<file path="src/rtl/sdram_port_arbiter_if.sv">
// Bundle of requester, controller and status signals around sdram_port_arbiter.
// master = core glue / controller side, slave = arbiter side.
interface sdram_port_arbiter_if #(
  parameter int unsigned AW = 22,
  parameter int unsigned DW = 8
);
  // Video fetch port (read-only)
  logic          v_req;
  logic [AW-1:0] v_addr;
  logic [DW-1:0] v_q;
  logic          v_ack;

  // CPU port
  logic          c_req;
  logic          c_we;
  logic [AW-1:0] c_addr;
  logic [DW-1:0] c_d;
  logic [DW-1:0] c_q;
  logic          c_ack;

  // Loader port (write-only)
  logic          l_req;
  logic [AW-1:0] l_addr;
  logic [DW-1:0] l_d;
  logic          l_ack;

  // SDRAM controller command port
  logic          mem_req;
  logic          mem_we;
  logic [AW-1:0] mem_addr;
  logic [DW-1:0] mem_d;
  logic [DW-1:0] mem_q;
  logic          mem_ack;

  // Status
  logic          busy;
  logic          tmo_err;

  modport master (
    output v_req, v_addr,
    output c_req, c_we, c_addr, c_d,
    output l_req, l_addr, l_d,
    output mem_q, mem_ack,
    input  v_q, v_ack, c_q, c_ack, l_ack,
    input  mem_req, mem_we, mem_addr, mem_d,
    input  busy, tmo_err
  );

  modport slave (
    input  v_req, v_addr,
    input  c_req, c_we, c_addr, c_d,
    input  l_req, l_addr, l_d,
    input  mem_q, mem_ack,
    output v_q, v_ack, c_q, c_ack, l_ack,
    output mem_req, mem_we, mem_addr, mem_d,
    output busy, tmo_err
  );
endinterface

</file>
<file path="src/rtl/sdram_port_arbiter.sv">
// Single-outstanding arbiter sharing the SDRAM command port among video, CPU and loader.
// Optional macro ARB_LOADER_EN enables the loader port and the CPU/loader round-robin bit.
module sdram_port_arbiter #(
  parameter int unsigned AW  = 22,
  parameter int unsigned DW  = 8,
  parameter int unsigned TMO = 255
) (
  input  logic                clock,
  input  logic                power,
  sdram_port_arbiter_if.slave bus
);

  localparam int unsigned CW = $clog2(TMO + 1);

  typedef enum logic {S_IDLE, S_WAIT} state_t;
  typedef enum logic [1:0] {G_NONE, G_VID, G_CPU, G_LDR} gnt_t;

  state_t        r_state,    w_state;
  gnt_t          r_gnt,      w_gnt;
  logic [CW-1:0] r_cnt,      w_cnt;
  logic          r_mem_req,  w_mem_req;
  logic          r_mem_we,   w_mem_we;
  logic [AW-1:0] r_mem_addr, w_mem_addr;
  logic [DW-1:0] r_mem_d,    w_mem_d;
  logic [DW-1:0] r_v_q,      w_v_q;
  logic [DW-1:0] r_c_q,      w_c_q;
  logic          r_v_ack,    w_v_ack;
  logic          r_c_ack,    w_c_ack;
  logic          r_l_ack,    w_l_ack;
  logic          r_busy,     w_busy;
  logic          r_tmo_err,  w_tmo_err;
  logic          w_fin;
  logic          w_c_win;
  logic          w_l_win;

`ifdef ARB_LOADER_EN
  logic          r_rr,       w_rr;

  // rr = 0: CPU wins a CPU/loader tie; rr = 1: loader wins
  assign w_c_win = bus.c_req & ~(bus.l_req & r_rr);
  assign w_l_win = bus.l_req & ~(bus.c_req & ~r_rr);
`else
  wire           w_unused_l_req = bus.l_req;

  assign w_c_win = bus.c_req;
  assign w_l_win = 1'b0;
`endif

  // Next-state and next-register values
  always_comb begin
    w_state    = r_state;
    w_gnt      = r_gnt;
    w_cnt      = r_cnt;
    w_mem_req  = r_mem_req;
    w_mem_we   = r_mem_we;
    w_mem_addr = r_mem_addr;
    w_mem_d    = r_mem_d;
    w_v_q      = r_v_q;
    w_c_q      = r_c_q;
    w_v_ack    = 1'b0;
    w_c_ack    = 1'b0;
    w_l_ack    = 1'b0;
    w_busy     = r_busy;
    w_tmo_err  = r_tmo_err;
    w_fin      = 1'b0;
`ifdef ARB_LOADER_EN
    w_rr       = r_rr;
`endif

    case (r_state)
      S_IDLE: begin
        w_cnt = '0;
        if (bus.v_req || w_c_win || w_l_win) begin
          w_state   = S_WAIT;
          w_mem_req = 1'b1;
          w_busy    = 1'b1;
          if (bus.v_req) begin
            w_gnt      = G_VID;
            w_mem_we   = 1'b0;
            w_mem_addr = bus.v_addr;
            w_mem_d    = '0;
          end else if (w_c_win) begin
            w_gnt      = G_CPU;
            w_mem_we   = bus.c_we;
            w_mem_addr = bus.c_addr;
            w_mem_d    = bus.c_d;
          end else begin
            w_gnt      = G_LDR;
            w_mem_we   = 1'b1;
            w_mem_addr = bus.l_addr;
            w_mem_d    = bus.l_d;
          end
        end
      end

      S_WAIT: begin
        // A real completion wins over a watchdog expiry in the same cycle
        if (bus.mem_ack) begin
          w_fin = 1'b1;
          if (r_gnt == G_VID) begin
            w_v_q = bus.mem_q;
          end
          if ((r_gnt == G_CPU) && !r_mem_we) begin
            w_c_q = bus.mem_q;
          end
        end else if (r_cnt == CW'(TMO - 1)) begin
          w_fin     = 1'b1;
          w_tmo_err = 1'b1;
        end else begin
          w_cnt = r_cnt + CW'(1);
        end

        if (w_fin) begin
          w_state   = S_IDLE;
          w_mem_req = 1'b0;
          w_busy    = 1'b0;
          w_gnt     = G_NONE;
          w_v_ack   = (r_gnt == G_VID);
          w_c_ack   = (r_gnt == G_CPU);
          w_l_ack   = (r_gnt == G_LDR);
`ifdef ARB_LOADER_EN
          if (r_gnt == G_CPU) begin
            w_rr = 1'b1;
          end else if (r_gnt == G_LDR) begin
            w_rr = 1'b0;
          end
`endif
        end
      end

      default: begin
        w_state = S_IDLE;
      end
    endcase
  end

  // State and output registers; reset abandons any transaction in flight
  always_ff @(posedge clock or negedge power) begin
    if (!power) begin
      r_state    <= S_IDLE;
      r_gnt      <= G_NONE;
      r_cnt      <= '0;
      r_mem_req  <= 1'b0;
      r_mem_we   <= 1'b0;
      r_mem_addr <= '0;
      r_mem_d    <= '0;
      r_v_q      <= '0;
      r_c_q      <= '0;
      r_v_ack    <= 1'b0;
      r_c_ack    <= 1'b0;
      r_l_ack    <= 1'b0;
      r_busy     <= 1'b0;
      r_tmo_err  <= 1'b0;
`ifdef ARB_LOADER_EN
      r_rr       <= 1'b0;
`endif
    end else begin
      r_state    <= w_state;
      r_gnt      <= w_gnt;
      r_cnt      <= w_cnt;
      r_mem_req  <= w_mem_req;
      r_mem_we   <= w_mem_we;
      r_mem_addr <= w_mem_addr;
      r_mem_d    <= w_mem_d;
      r_v_q      <= w_v_q;
      r_c_q      <= w_c_q;
      r_v_ack    <= w_v_ack;
      r_c_ack    <= w_c_ack;
      r_l_ack    <= w_l_ack;
      r_busy     <= w_busy;
      r_tmo_err  <= w_tmo_err;
`ifdef ARB_LOADER_EN
      r_rr       <= w_rr;
`endif
    end
  end

  assign bus.mem_req  = r_mem_req;
  assign bus.mem_we   = r_mem_we;
  assign bus.mem_addr = r_mem_addr;
  assign bus.mem_d    = r_mem_d;
  assign bus.v_q      = r_v_q;
  assign bus.v_ack    = r_v_ack;
  assign bus.c_q      = r_c_q;
  assign bus.c_ack    = r_c_ack;
  assign bus.busy     = r_busy;
  assign bus.tmo_err  = r_tmo_err;
`ifdef ARB_LOADER_EN
  assign bus.l_ack    = r_l_ack;
`else
  wire   w_unused_l_ack = r_l_ack;
  assign bus.l_ack    = 1'b0;
`endif

endmodule
</file>
<file path="src/flat_wrapper.sv">
// flat-port wrapper written by rule: the top's interface ports become plain ports
module sdram_port_arbiter_flat 
#(
  parameter int unsigned AW  = 22,
  parameter int unsigned DW  = 8,
  parameter int unsigned TMO = 255
)
  (clock, power, bus_v_req, bus_v_addr, bus_c_req, bus_c_we, bus_c_addr, bus_c_d, bus_l_req, bus_l_addr, bus_l_d, bus_mem_q, bus_mem_ack, bus_v_q, bus_v_ack, bus_c_q, bus_c_ack, bus_l_ack, bus_mem_req, bus_mem_we, bus_mem_addr, bus_mem_d, bus_busy, bus_tmo_err);
  sdram_port_arbiter_if #(.AW(AW), .DW(DW)) bus_i ();
  input  logic clock;
  input  logic power;
  input wire logic [$bits(bus_i.v_req)-1:0] bus_v_req;
  input wire logic [$bits(bus_i.v_addr)-1:0] bus_v_addr;
  input wire logic [$bits(bus_i.c_req)-1:0] bus_c_req;
  input wire logic [$bits(bus_i.c_we)-1:0] bus_c_we;
  input wire logic [$bits(bus_i.c_addr)-1:0] bus_c_addr;
  input wire logic [$bits(bus_i.c_d)-1:0] bus_c_d;
  input wire logic [$bits(bus_i.l_req)-1:0] bus_l_req;
  input wire logic [$bits(bus_i.l_addr)-1:0] bus_l_addr;
  input wire logic [$bits(bus_i.l_d)-1:0] bus_l_d;
  input wire logic [$bits(bus_i.mem_q)-1:0] bus_mem_q;
  input wire logic [$bits(bus_i.mem_ack)-1:0] bus_mem_ack;
  output wire logic [$bits(bus_i.v_q)-1:0] bus_v_q;
  output wire logic [$bits(bus_i.v_ack)-1:0] bus_v_ack;
  output wire logic [$bits(bus_i.c_q)-1:0] bus_c_q;
  output wire logic [$bits(bus_i.c_ack)-1:0] bus_c_ack;
  output wire logic [$bits(bus_i.l_ack)-1:0] bus_l_ack;
  output wire logic [$bits(bus_i.mem_req)-1:0] bus_mem_req;
  output wire logic [$bits(bus_i.mem_we)-1:0] bus_mem_we;
  output wire logic [$bits(bus_i.mem_addr)-1:0] bus_mem_addr;
  output wire logic [$bits(bus_i.mem_d)-1:0] bus_mem_d;
  output wire logic [$bits(bus_i.busy)-1:0] bus_busy;
  output wire logic [$bits(bus_i.tmo_err)-1:0] bus_tmo_err;
  assign bus_i.v_req = bus_v_req;
  assign bus_i.v_addr = bus_v_addr;
  assign bus_i.c_req = bus_c_req;
  assign bus_i.c_we = bus_c_we;
  assign bus_i.c_addr = bus_c_addr;
  assign bus_i.c_d = bus_c_d;
  assign bus_i.l_req = bus_l_req;
  assign bus_i.l_addr = bus_l_addr;
  assign bus_i.l_d = bus_l_d;
  assign bus_i.mem_q = bus_mem_q;
  assign bus_i.mem_ack = bus_mem_ack;
  assign bus_v_q = bus_i.v_q;
  assign bus_v_ack = bus_i.v_ack;
  assign bus_c_q = bus_i.c_q;
  assign bus_c_ack = bus_i.c_ack;
  assign bus_l_ack = bus_i.l_ack;
  assign bus_mem_req = bus_i.mem_req;
  assign bus_mem_we = bus_i.mem_we;
  assign bus_mem_addr = bus_i.mem_addr;
  assign bus_mem_d = bus_i.mem_d;
  assign bus_busy = bus_i.busy;
  assign bus_tmo_err = bus_i.tmo_err;
  sdram_port_arbiter #(.AW(AW), .DW(DW), .TMO(TMO)) u_core (.clock(clock), .power(power), .bus(bus_i));
endmodule
</file>
<file path="config.mk">
export PLATFORM = sky130hd
export DESIGN_NAME = sdram_port_arbiter_flat
export DESIGN_NICKNAME = d
export VERILOG_FILES = /design/src/rtl/sdram_port_arbiter_if.sv /design/src/rtl/sdram_port_arbiter.sv /design/src/flat_wrapper.sv
export SDC_FILE = /design/constraint.sdc
export NUM_CORES = 1
export LEC_CHECK = 0
export BUFFER_PORTS_ARGS = -buffer_cell sky130_fd_sc_hd__buf_2
export CAP_MARGIN = 20
export CELL_PAD_IN_SITES_DETAIL_PLACEMENT = 0
export CELL_PAD_IN_SITES_GLOBAL_PLACEMENT = 1
export CORE_MARGIN = 1
export CORE_UTILIZATION = 35
export DETAILED_ROUTE_END_ITERATION = 8
export PLACE_DENSITY = 0.88
export SLEW_MARGIN = 20
export SYNTH_ARGS = -nofsm -noshare
export SYNTH_HDL_FRONTEND = slang
export SYNTH_SLANG_ARGS = --single-unit
export TNS_END_PERCENT = 50
</file>
<file path="constraint.sdc">
create_clock -name clock -period 3.9 [get_ports clock]
set_input_delay 0.195 -clock clock [delete_from_list [all_inputs] [get_ports clock]]
set_output_delay 0.195 -clock clock [all_outputs]
set_load 0.02 [all_outputs]
</file>
After elaboration in Yosys (flattened, before gate mapping)
Cells that the tools add are included.
- logic and storage cells: 58
- register bits: 62
- input port bits: 97
- output and inout bits: 53
- $add $sub $neg: 1
- bitwise gates (word level): 2
- multiplexer cells: 27
- reduce and logical (&&, ||, !) cells: 9
- equality and inequality tests: 7
- operator list (cell ; number):
    $mux W22 ; 2
    $mux W8 ; 4
    $pmux W8 S2 ; 1
    $mux W1 ; 14
    $reduce_and A3 Y1 ; 3
    $add A8 B1 Y8 const B ; 1
    $eq A8 B8 Y1 const B ; 1
    $mux W2 ; 3
    $ne A2 B2 Y1 const B ; 3
    $reduce_and A2 Y1 ; 3
    $pmux W1 S2 ; 2
    $pmux W2 S2 ; 1
    $eq A2 B1 Y1 const B ; 1
    $eq A2 B2 Y1 const B ; 1
    $ne A2 B1 Y1 const B ; 1
    $not A1 Y1 ; 2
    $logic_and A1 B1 Y1 ; 1
    $logic_not A1 Y1 ; 1
    $logic_or A1 B1 Y1 ; 1

Longest topological paths before layout
Gate-level depths: netlist of run 1.
- depth in word-level cells: 6
- gate-level depth with buffers: 5
- depth with buffers taken out: 5

Least setup slack after synthesis of run 1
No wires, ideal clock.
- kind: register to register
- start: reg u_core.r_mem_we, in the netlist u_core.bus.mem_we
- end: reg u_core.r_c_q[0], in the netlist u_core.bus.c_q[0]
- buffers on the path: 0
- arrival time: 1330 ps
- library setup time: 125 ps
- stages on the path, launching flop included: 3
- period minus slack after synthesis: 1455 ps
- setup slack: 2445 ps
- required time: 3775 ps
- path through: dfrtp_1 -> nor4b_4 -> mux2_2
- word-level cells in the longest chain between the ends: 3
- RTL lines (what ; RTL line ; source):
    start, declared ; sdram_port_arbiter.sv:22 ; logic r_mem_we, w_mem_we;
    start signal, assigned ; sdram_port_arbiter.sv:162 ; r_mem_we <= w_mem_we;
    $logic_not A1 Y1 ; sdram_port_arbiter.sv:103 ; if ((r_gnt == G_CPU) && !r_mem_we) begin
    $logic_and A1 B1 Y1 ; sdram_port_arbiter.sv:103 ;
    $reduce_and A3 Y1 (no source line) ; - ;
    end signal, assigned ; sdram_port_arbiter.sv:166 ; r_c_q <= w_c_q;
    end, declared ; sdram_port_arbiter.sv:26 ; logic [DW-1:0] r_c_q, w_c_q;
Every way passes these cells.
A chain may end at the register's enable or synchronous reset.

Worst setup path in the final report of run 1
- start: reg u_core.r_state
- end: reg u_core.r_state
- word-level cells in the longest chain between the ends: 2
- RTL lines (what ; RTL line ; source):
    start, declared ; sdram_port_arbiter.sv:18 ; state_t r_state, w_state;
    start signal, assigned ; sdram_port_arbiter.sv:158 ; r_state <= w_state;
    $not A1 Y1 (no source line) ; - ;
    $pmux W1 S2 * ; sdram_port_arbiter.sv:70 ; case (r_state)
    named net u_core.w_state ; sdram_port_arbiter.sv:18 ;
Mark *: on every way through the listed nets, which the timed path passes. The rest lies on a longest branch.

==> results.ini, run 1 <==
[synthesis]
synth_top_family_by_area = compound AO/OA/AOI/OAI gates
ys_ff_latch = 62
synth_area_leaders = dfrtp_1, a22oi_1, mux2_2
syn_nets = 348
synth_edf_count = 0
netlist_top_cells_count = dfrtp_1, nand2_1, o21ai_0, a22oi_1, mux2_2
synth-adder-area-share = 0.00923
async_flop_share = 1.00
synth_compound_gate_area_share = 0.194
synth_xor_area_frac = 0
yosys_warnings = 0
synthFlopType = dfrtp_1
synthMuxAreaShare = 0.0738
yosys.cell_count.top_type = dfrtp_1
yosysSeqAreaShare = 0.572
syn_inst = 249
synth_top_area_cell = dfrtp_1
ys_types = 35
synth_area_um2 = 2710
yosys.area_share.simple = 0.111
netlist.area_leader.share = 0.572
postSynthAreaPerCell_um2 = 10.9

[grt]
grt_pass1_vias = 2171
grt_pass1_wl_um = 10500
grtUsageTotal = 0.162
grt_max_degree = 50
antenna_found_initial = 0
grt_overflow = 0

[power]
seqPwrFrac = 0.413
pwr_density_cell_nw_per_um2 = 660
switching_share = 0.370
p_leak_nw = 1.77
peakVddDrop_uv = 356
combinationalPowerShare = 0.346
switching_power_w = 0.000874
p_int_w = 0.00149
pwr-share-clk = 0.241

[floorplan]
core-area_um2 = 7370
num_rows = 31
ios = 150
die_x_um = 90.0
start_util = 0.368
die-height_um = 90.0
die-area_um2 = 8110

[clock_network]
numCtsBuffers = 9
cts.path.max_buffers = 2
path_clk_slew_ns = 0.06
cts_sinks = 62
postCtsSetupBuffers = 0
htree_levels = 3
root_buffer = clkbuf_8
cts_tree = done
clock_latency_ns = 0.33

[setup_path]
r2r_slack_ns = 2.19
path_depth = 3
path_buf_inv = 1
rr_worst_depth = 3
path_max_fanout = 41
critPathCaptureType = flip-flop
crit_family = compound AO/OA/AOI/OAI gates
crit_slowest_cell = dfrtp_1
critPathKind = reg -> reg
required_ns = 4.06
crit_chain = buf_4 > o21bai_2 > o21ai_0
crit_arrival_ns = 1.87
max_stage_delay_ns = 0.46
crit_path_start_kind = flip-flop

[run]
max-cap-violations = 0

[placed_design]
hpwl_um = 4460
dp.cells = 450
globalplace.congestion = 0.792
io_buffers = 117

[finish]
register_area_um2 = 1550
finalNetCount = 462
nFillCells = 727
stdcell_count = 467
syn_to_final_growth_pct = 31.9
diodes = 0
multi_input_area_um2 = 1060
drive_above_1_share = 0.416

[sta]
final.period_utilization = 0.440
setup_tns_ns = 0
setup_violations = 0
slew_viol_final = 0
min_period_ns = 1.71
rsz0062_at_grt = no
tightest_slew_ns = 0.923
max_freq_mhz = 583
hold_violations = 0
skew_ns = 0.00473
max_slew_margin = 0.384

[route]
ant_nets = 0
viasPerCell = 4.99
drc = 0
wl_per_cell_um = 13.7
drt_wl_total_um = 6400
drt-initial-drc-count = 95
drtPass1Iterations = 4
vias = 2331

[min_path]
whs_path_depth = 2
hp-class = in -> reg

[outcome]
status = completed

## worst register-to-register path, stage by stage, from the launching register on
cell,delay [ns]
dfrtp_1,0.46
buf_4,0.40
o21bai_2,0.46
o21ai_0,0.22
## state kept, by name, indices dropped and copies added, names as in the netlist
name and flops:
u_core.bus.busy 1, u_core.bus.mem_addr 22, u_core.bus.c_q 8, u_core.r_cnt 8, u_core.bus.mem_we 1, u_core.bus.tmo_err 1
u_core.r_gnt 2, u_core.bus.v_q 8, u_core.bus.v_ack 1, u_core.bus.mem_d 8, u_core.r_state 1, u_core.bus.c_ack 1
## layout by cell type (no fill, tap or decap), types with 2 or more instances in the layout
master,instances
a21o_1,2
a21oi_1,4
a22oi_1,31
a311oi_1,2
a31oi_1,3
and3_1,2
and4_1,2
buf_2,117
buf_4,3
clkbuf_1,2
clkbuf_8,11
dfrtp_1,62
ha_1,2
inv_1,5
mux2_2,16
mux2i_1,2
nand2_1,37
nand4_1,2
nor2_1,2
nor2b_1,4
nor3_1,4
o21ai_0,35
## through the flow
stage | hold WS [ns] | util | cell area [um2] | total power, W | setup WS [ns]
final | 0.102 | 0.485 | 3580 | 0.00236 | 2.19
after floorplan | -0.101 | - | 2710 | 0.00150 | 2.45
after CTS | 0.0882 | 0.485 | 3580 | 0.00239 | 2.17
after global routing | 0.0907 | 0.485 | 3580 | 0.00251 | 2.01
after detailed placement | 0.110 | 0.457 | 3370 | 0.00182 | 2.02
after global placement | 0.108 | 0.457 | 3370 | 0.00179 | 2.09
## routing by layer
layer | up-vias | global-route usage | share of wire
met4 | 0 | 0.0766 | 0.017
met2 | 77 | 0.250 | 0.46
li1 | 1130 | - | -
met3 | 11 | 0.0440 | 0.067
met5 | - | 0 | 0
met1 | 1113 | 0.210 | 0.46
## cell type report
class | instances | share of cell area
Sequential cell | 62 | 0.434
Multi-Input combinational cell | 163 | 0.296
Timing Repair Buffer | 121 | 0.173
Clock buffer | 13 | 0.0444
Tap cell | 99 | 0.0346
Clock inverter | 3 | 0.0119
Inverter | 6 | 0.00630
## worst paths after layout
| kind | start | to |
|---|---|---|
| min reg2reg | u_core.bus.tmo_err | u_core.bus.tmo_err |
| max in group asynchronous | power | u_core.bus.mem_addr[19] |
| min in group asynchronous | power | u_core.bus.mem_addr[5] |
| min | bus_mem_q[3] | u_core.bus.c_q[3] |
| max | u_core.r_state | u_core.r_state |
| max reg2reg | u_core.r_state | u_core.r_state |
## cells by family (layout without fill, tap and decap cells)
group | Yosys count | count (layout)
other | 1 | 1
and+or+nand+nor | 59 | 59
DFF | 62 | 62
muxes | 18 | 18
buffers and inverters | 24 | 143
AOI/OAI and AO/OA | 83 | 83
adders and majority gates | 2 | 2
## repair_timing
action	CTS	global route
gates resized for setup	0	0
hold buffers	1	0
hold endpoints to repair	13	0
## power by group through the flow
stage,sequential (W),clock [W],combinational (W)
floorplan,0.00122,0,0.000282
global placement,0.000976,0,0.000816
detailed placement,0.000985,0,0.000830
CTS,0.000976,0.000587,0.000831
global route,0.00100,0.000615,0.000892
finish,0.000975,0.000568,0.000818
Power figures use the tool's default switching activity.
==> inputs of run 2 (changes only) <==
--- a/config.mk
+++ b/config.mk
@@ -10,9 +10,9 @@
 export CELL_PAD_IN_SITES_DETAIL_PLACEMENT = 0
 export CELL_PAD_IN_SITES_GLOBAL_PLACEMENT = 1
 export CORE_MARGIN = 1
-export CORE_UTILIZATION = 35
+export CORE_UTILIZATION = 29
 export DETAILED_ROUTE_END_ITERATION = 8
-export PLACE_DENSITY = 0.88
+export PLACE_DENSITY = 0.79
 export SLEW_MARGIN = 20
 export SYNTH_ARGS = -nofsm -noshare
 export SYNTH_HDL_FRONTEND = slang
==> constraint.sdc (replaced) <==
create_clock -name clock -period 1.5 [get_ports clock]
set_input_delay 0.075 -clock clock [delete_from_list [all_inputs] [get_ports clock]]
set_output_delay 0.075 -clock clock [all_outputs]
set_load 0.02 [all_outputs]
==> run 2 against run 1 <==
Against the previous run: flip-flop and latch count unchanged; clock-buffer cell count decreased by 3; total power increased to 2.7 times the previous value; clock skew increased by 0.0047 ns; design area increased by 7.3%.
==> results.ini, run 2 (synthesis gave the netlist of run 1 again) <==
[clock_network]
numCtsBuffers = 9
root_buffer = clkbuf_8
htree_levels = 3
clock_latency_ns = 0.33
cts_tree = done
cts.path.max_buffers = 2
path_clk_slew_ns = 0.07
cts_sinks = 62

[route]
ant_nets = 0
drt_wl_total_um = 6740
drt-initial-drc-count = 101
wl_per_cell_um = 13.5
viasPerCell = 4.86
drtPass1Iterations = 5
drc = 0
vias = 2424

[grt]
antenna_found_initial = 0
grt_pass1_vias = 2420
grtUsageTotal = 0.148
grt_overflow = 0
grt_max_degree = 63
grt_pass1_wl_um = 11400

[sta]
hold_violations = 0
min_period_ns = 1.39
slew_viol_final = 0
max_slew_margin = 0.649
setup_tns_ns = 0
skew_ns = 0.00943
max_freq_mhz = 718
tightest_slew_ns = 0.525
hold_slack_ns = 0.0311
setup_violations = 0
final.period_utilization = 0.928

[finish]
syn_to_final_growth_pct = 41.5
diodes = 0
fin_area_um2 = 3840
drive_above_1_share = 0.440
register_area_um2 = 1550
finalNetCount = 485
layout_commonest_cell = buf_2
nFillCells = 885
multi_input_area_um2 = 1080
layout_common_cells = buf_2, dfrtp_1, nand2_1
largest_reg_flops = 22
final_util = 0.432
stdcell_count = 499

[power]
switching_power_w = 0.00235
pwr-share-clk = 0.247
peakVddDrop_uv = 752
switching_share = 0.367
p_int_w = 0.00406
combinationalPowerShare = 0.360
seqPwrFrac = 0.393
p_leak_nw = 1.90
pwr_density_cell_nw_per_um2 = 1670

[setup_path]
rr_worst_depth = 4
path_max_fanout = 8
crit_path_start_kind = flip-flop
critPathKind = reg -> reg
crit_arrival_ns = 1.60
required_ns = 1.71
critPathCaptureType = flip-flop

[min_path]
hp-class = in -> reg
whs_path_depth = 3

[placed_design]
place_area_um2 = 3510
hpwl_um = 4810
globalplace.congestion = 0.680
io_buffers = 117
dp.cells = 474

[floorplan]
start_util = 0.305
core-area_um2 = 8890
die-area_um2 = 9740
num_rows = 34
ios = 150
die_x_um = 98.7
die-height_um = 98.7

[run]
max-cap-violations = 0

[outcome]
status = completed

run 2: changes by cell type in the layout (fill, tap and decap cells not counted), sizes merged:
cell	before	now
dlygate4sd3	1	9
bufinv	1	2
clkinv	2	4
buf	120	135
clkbuf	13	10
run 2: layer usage:
| layer | vias to the layer above | global-route usage | wire (um) |
|---|---|---|---|
| li1 | 1181 | - | - |
| met1 | 1167 | 0.184 | 3040 |
| met2 | 68 | 0.245 | 3290 |
| met3 | 8 | 0.0433 | 355 |
| met4 | 0 | 0.0551 | 62 |
| met5 | - | 0 | 0 |
run 2: cell type report:
class                   count  share of cell area
well taps                 108              0.0352
flip-flops and latches     62               0.404
inverters                   6             0.00587
clock inverters             6              0.0225
clock buffers              10              0.0333
repair buffers            144               0.218
multi-input cells         163               0.281
run 2: path summary, 6_finish.rpt:
path,from,to,slack [ns]
hold / removal,bus_c_d[4],u_core.bus.mem_d[4],0.03
hold reg to reg,u_core.bus.tmo_err,u_core.bus.tmo_err,0.46
setup / recovery,u_core.r_gnt[1],u_core.bus.c_q[5],0.11
setup reg to reg,u_core.r_gnt[1],u_core.bus.c_q[5],0.11
max in group asynchronous,power,u_core.r_cnt[7],0.94
min in group asynchronous,power,u_core.bus.v_q[2],0.28
run 2: repair_timing:
action,CTS,global route
gates resized for setup,0,4
hold endpoints to repair,78,0
setup endpoints to repair,0,8
buffers inserted,0,0
hold buffers,9,0
run 2: worst max-delay path, cell delays in order, from the launching register on:
cell     delay, ns
dfrtp_1       0.43
nand2_4       0.09
nor4b_4       0.20
buf_4         0.21
mux2_2        0.34
run 2: stage by stage:
step | power (W) | setup WS, ns
after floorplan | 0.00390 | 0.0453
after global placement | 0.00479 | 0.102
after detailed placement | 0.00485 | 0.0463
after CTS | 0.00649 | 0.0165
after global routing | 0.00683 | -0.00615
final | 0.00641 | 0.108
run 2: power by group through the flow:
stage                     logic, W  clock network [W]  registers [W]
after floorplan           0.000734                  0        0.00317
after global placement     0.00227                  0        0.00252
after detailed placement   0.00231                  0        0.00254
after CTS                  0.00233            0.00165        0.00252
after global routing       0.00252            0.00172        0.00259
final                      0.00231            0.00158        0.00252
